<file path="config.mk">
export PLATFORM = sky130hd
export DESIGN_NAME = piso_tx
export DESIGN_NICKNAME = d
export VERILOG_FILES = /design/src/rtl/piso_tx.sv
export SDC_FILE = /design/constraint.sdc
export NUM_CORES = 1
export LEC_CHECK = 0
export CAP_MARGIN = 20
export CORE_MARGIN = 2
export CORE_UTILIZATION = 49
export DETAILED_ROUTE_END_ITERATION = 6
export PLACE_DENSITY = 0.77
export SYNTH_ARGS = -nofsm -noshare
export SYNTH_HDL_FRONTEND = slang
export SYNTH_SLANG_ARGS = --single-unit
</file>
<file path="constraint.sdc">
create_clock -name CLK -period 1.39 [get_ports CLK]
set_input_delay 0.417 -clock CLK [delete_from_list [all_inputs] [get_ports CLK]]
set_output_delay 0.417 -clock CLK [all_outputs]
set_load 0.02 [all_outputs]
</file>
<file path="src/rtl/piso_tx.sv">
// Parallel-in, serial-out transmitter: a captured word goes out LSB first, one bit per clock.
// Defining PISO_TX_PARITY_EN appends one even-parity bit to each frame.
module piso_tx #(
  parameter int unsigned WIDTH = 16
) (
  input  logic             CLK,
  input  logic             CLR_N,
  input  logic             LOAD,
  input  logic [WIDTH-1:0] DIN,
  output logic             SOUT,
  output logic             SVALID,
  output logic             BUSY,
  output logic             DONE
);

`ifdef PISO_TX_PARITY_EN
  localparam int unsigned SW = WIDTH + 1;
`else
  localparam int unsigned SW = WIDTH;
`endif
  localparam int unsigned CW = $clog2(WIDTH + 1);
  localparam logic [CW-1:0] LAST = CW'(SW - 1);

  typedef enum logic [1:0] {
    S_IDLE,
    S_SHIFT,
    S_DONE
  } state_t;

  state_t        r_state;
  logic [SW-1:0] r_shreg;
  logic [CW-1:0] r_cnt;
  logic          r_svalid;
  logic          r_done;
  logic [SW-1:0] w_load_word;

`ifdef PISO_TX_PARITY_EN
  // Parity is folded into the top shift-register bit so it leaves right after DIN[WIDTH-1].
  assign w_load_word = {^DIN, DIN};
`else
  assign w_load_word = DIN;
`endif

  always_ff @(posedge CLK or negedge CLR_N) begin
    if (!CLR_N) begin
      r_state  <= S_IDLE;
      r_shreg  <= '0;
      r_cnt    <= '0;
      r_svalid <= 1'b0;
      r_done   <= 1'b0;
    end else begin
      case (r_state)
        S_IDLE, S_DONE: begin
          r_done <= 1'b0;
          if (LOAD) begin
            r_shreg  <= w_load_word;
            r_cnt    <= '0;
            r_svalid <= 1'b1;
            r_state  <= S_SHIFT;
          end else begin
            r_state <= S_IDLE;
          end
        end
        S_SHIFT: begin
          r_shreg <= {1'b0, r_shreg[SW-1:1]};
          r_cnt   <= r_cnt + 1'b1;
          if (r_cnt == LAST) begin
            r_svalid <= 1'b0;
            r_done   <= 1'b1;
            r_state  <= S_DONE;
          end
        end
        default: begin
          r_state  <= S_IDLE;
          r_svalid <= 1'b0;
          r_done   <= 1'b0;
        end
      endcase
    end
  end

  // The register is all zeros once a frame has fully shifted out, so bit 0 alone drives SOUT.
  assign SOUT   = r_shreg[0];
  assign SVALID = r_svalid;
  assign BUSY   = r_svalid;
  assign DONE   = r_done;

endmodule

</file>
==> flow_metrics.env <==
export IMPL_grt_pass1_wl_mm=3.898
export IMPL_status="finished clean"
export IMPL_critical_path_class="reg2reg"
export IMPL_portBuffers=22
export IMPL_core_sq_um=2022
export IMPL_ys_warn_count=0
export IMPL_routed_wl_mm=2.308
export IMPL_crit_buf_inv=0
export IMPL_fin_crit_ps=1341
export IMPL_power_density_nw_per_um2=2049
export IMPL_num_vias=905
export IMPL_clkSlewWorstSetupHoldPaths_ps=140
export IMPL_grt_pass1_vias=888
export IMPL_cts_max_level=1
export IMPL_cts_root_buffer="clkbuf_4"
export IMPL_drive_gt1_frac=0.1898
export IMPL_hold_slack_ps=421.8
export IMPL_yosysTopAreaCell="dfrtp_1"
export IMPL_cts_buffers=3
export IMPL_gr_usage_all_layers=0.2043
export IMPL_die_y_um=50.92
export IMPL_finalInstanceArea_sq_um=1468
export IMPL_synth_simple_area_share=0.1937
export IMPL_syn_area_sq_um=1079
export IMPL_die_x_um=50.92
export IMPL_arrival_ps=1590
export IMPL_drt_iter0_markers=15
export IMPL_final_antenna_net_count=0
export IMPL_start_util=0.5334
export IMPL_cp_top_family="adder cells"
export IMPL_drc=0
export IMPL_r2r_start="r_cnt[0]"
export IMPL_cp_max_fo=3
export IMPL_place_area_sq_um=1403
export IMPL_synth_xor_area_frac=0
export IMPL_synth_top_family_by_area="simple AND/OR/NAND/NOR gates"
export IMPL_synthMuxAreaShare=0.01856
export IMPL_maxSlewHeadroom=0.8456
export IMPL_tritoncts="done"
export IMPL_max_slew_worst_pin_slew_ps=231.1
export IMPL_power_frac_seq=0.395
export IMPL_grt_max_degree=25
export IMPL_max_freq_mhz=745.6
export IMPL_ioPinCount=23
export IMPL_swShare=0.3497
export IMPL_p_leak_nw=0.7021
export IMPL_endpoint_kind="flop"
export IMPL_gp_congestion=0.7659
export IMPL_power_frac_comb=0.437
export IMPL_nNetsFinal=159
export IMPL_rsz0062_at_grt="no"
export IMPL_max_cap_violations=0
export IMPL_startpoint_type="flop"
export IMPL_worst_path_max_delay_cell="dfrtp_1"
export IMPL_synthTopCellsByArea="dfrtp_1 (56%), a22oi_1 (10%), nand3_1 (7.4%), nand2_1 (5.9%), buf_4 (3.5%)"
export IMPL_switching_power_mw=1.052
export IMPL_setup_tns_ps=0
export IMPL_final_core_util=0.7259
export IMPL_syn_area_per_cell_sq_um=10.37
export IMPL_critPathRequiredTime_ps=1640
export IMPL_cts_sinks=24
export IMPL_slew_violations=0
export IMPL_wl_per_cell_um=14.07
export IMPL_clk_latency_ps=330
export IMPL_fillers=141
export IMPL_synth_cell_types=20
export IMPL_fin_crit_sh=0.9649
export IMPL_cpPeakStageDelay_ps=410
export IMPL_hold_viol=0
export IMPL_startpoint="r_cnt[0]"
export IMPL_p_clk_frac=0.168
export IMPL_syn_nets=125
export IMPL_area_growth_pct=36.08
export IMPL_grt_remaining_overflow=0
export IMPL_antenna_found_initial=0
export IMPL_dr_pass1_iters=4
export IMPL_num_antenna_cells=0
export IMPL_synth_seq_cells=24
export IMPL_synth_compound_area_share=0.1508
export IMPL_synth_top_area_frac=0.5568
export IMPL_intPower_mw=1.956
export IMPL_fin_skew_ps=13.45
export IMPL_holdBufCountCts=0
export IMPL_hold_path_class="in2async"
export IMPL_syn_inst=104
export IMPL_dp_final_hpwl_mm=1.636
export IMPL_fp_row_count=16
export IMPL_ir_drop_v=0.001294
export IMPL_synth_fa_ha_area_frac=0.02320
export IMPL_fp_dieArea_sq_um=2592
export IMPL_setup_violations=0
export IMPL_via_per_inst=5.518
export IMPL_ys_seq_area_frac=0.5568
export IMPL_clockBufferDepth=2
export IMPL_crit_chain="ha_1, and3_1, ha_2, nor2_1, nand2_1, o21ai_1"
[worst paths after layout]
kind	slack (ps)	cells after the start	endpoint
min reg2reg	510	1	r_cnt[4]
max	50	6	BUSY
max reg2reg	50	6	BUSY
min in group CLK	510	1	r_cnt[4]
min	420	2	r_cnt[3]
max in group asynchronous	810	2	BUSY
[final cells by class]
| type | instances | area, sq um | share of cell area |
|---|---|---|---|
| flip-flops and latches | 24 | 600.6 | 0.4092 |
| repair buffers | 38 | 357.8 | 0.2438 |
| clock buffers | 3 | 22.52 | 0.01535 |
| clock inverters | 1 | 30.03 | 0.02046 |
| multi-input cells | 70 | 419.2 | 0.2856 |
| inverters | 1 | 3.754 | 0.002558 |
| well taps | 27 | 33.78 | 0.02302 |
[power by group through the flow]
stage,Sequential [mW],Clock [mW],Combinational [mW]
floorplan,1.19,0,0.827
global placement,1.20,0,1.20
detailed placement,1.21,0,1.24
CTS,1.18,0.517,1.27
global route,1.22,0.547,1.46
finish,1.19,0.506,1.31
[synth_stat cells, drive strengths merged]
cell type	count
dfrtp	24
nand2	17
nand3	16
a22oi	15
buf	9
a22o	3
nor2	3
o21ai	3
ha	2
mux2i	2
nand2b	2
nor2b	2
and2	1
and2b	1
and3	1
inv	1
nand4	1
o2bb2ai	1
[kinds of logic (layout without fill, tap and decap cells)]
group | Yosys count | in the layout
multiplexers | 2 | 2
AO/OA/AOI/OAI | 22 | 22
adder cells (fa/ha/maj) | 2 | 2
flip-flops | 24 | 24
buffers and inverters | 10 | 43
AND/OR/NAND/NOR | 44 | 44
[sequential cells by signal, summed over array words and instances, names as in the netlist]
| name | cells |
|---|---|
| r_state | 2 |
| BUSY | 1 |
| r_shreg | 16 |
| r_cnt | 5 |
[metal layers]
metal | vias up | track usage | wire [um]
met5 | - | 0 | 0
met1 | 448 | 0.2593 | 1024
met4 | 0 | 0.09459 | 30
met2 | 19 | 0.3398 | 1166
li1 | 434 | - | -
met3 | 4 | 0.03509 | 85
[cell usage in the layout (no fill, tap or decap)]
cell type / count
buf_4: 13
clkbuf_4: 3
and2_1: 1
bufinv_16: 1
inv_1: 1
a22oi_1: 15
nand3_1: 16
mux2i_1: 2
ha_2: 1
ha_1: 1
clkdlybuf4s50_1: 18
o21ai_1: 3
and3_1: 1
a22o_1: 3
buf_2: 4
dfrtp_1: 24
nor2b_1: 2
nand4_1: 1
nand2b_1: 2
nand2_1: 17
buf_12: 3
and2b_1: 1
nor2_1: 2
o2bb2ai_1: 1
nor2_2: 1
[what timing repair did]
item | 4_1_cts | 5_1_grt
pin swaps | 0 | 0
endpoints found under the setup margin | 5 | 1
buffers inserted | 2 | 2
resized for setup | 16 | 1
[stage by stage]
stage                     setup slack, ps  total power, mW  std cells
after floorplan                     145.0            2.013        104
after global placement             -219.5            2.394        156
after detailed placement           -267.1            2.447        156
after CTS                           7.197            2.974        162
after global routing                1.522            3.221        164
final                               48.79            3.007        164
[worst register-to-register path: cells and delay by family, from the launching register on]
family          cells  cell delay [ps]
fa+ha+maj           2              440
flops               1              410
simple gates        3              340
compound gates      1               70
(Power assumes the default switching activity.)
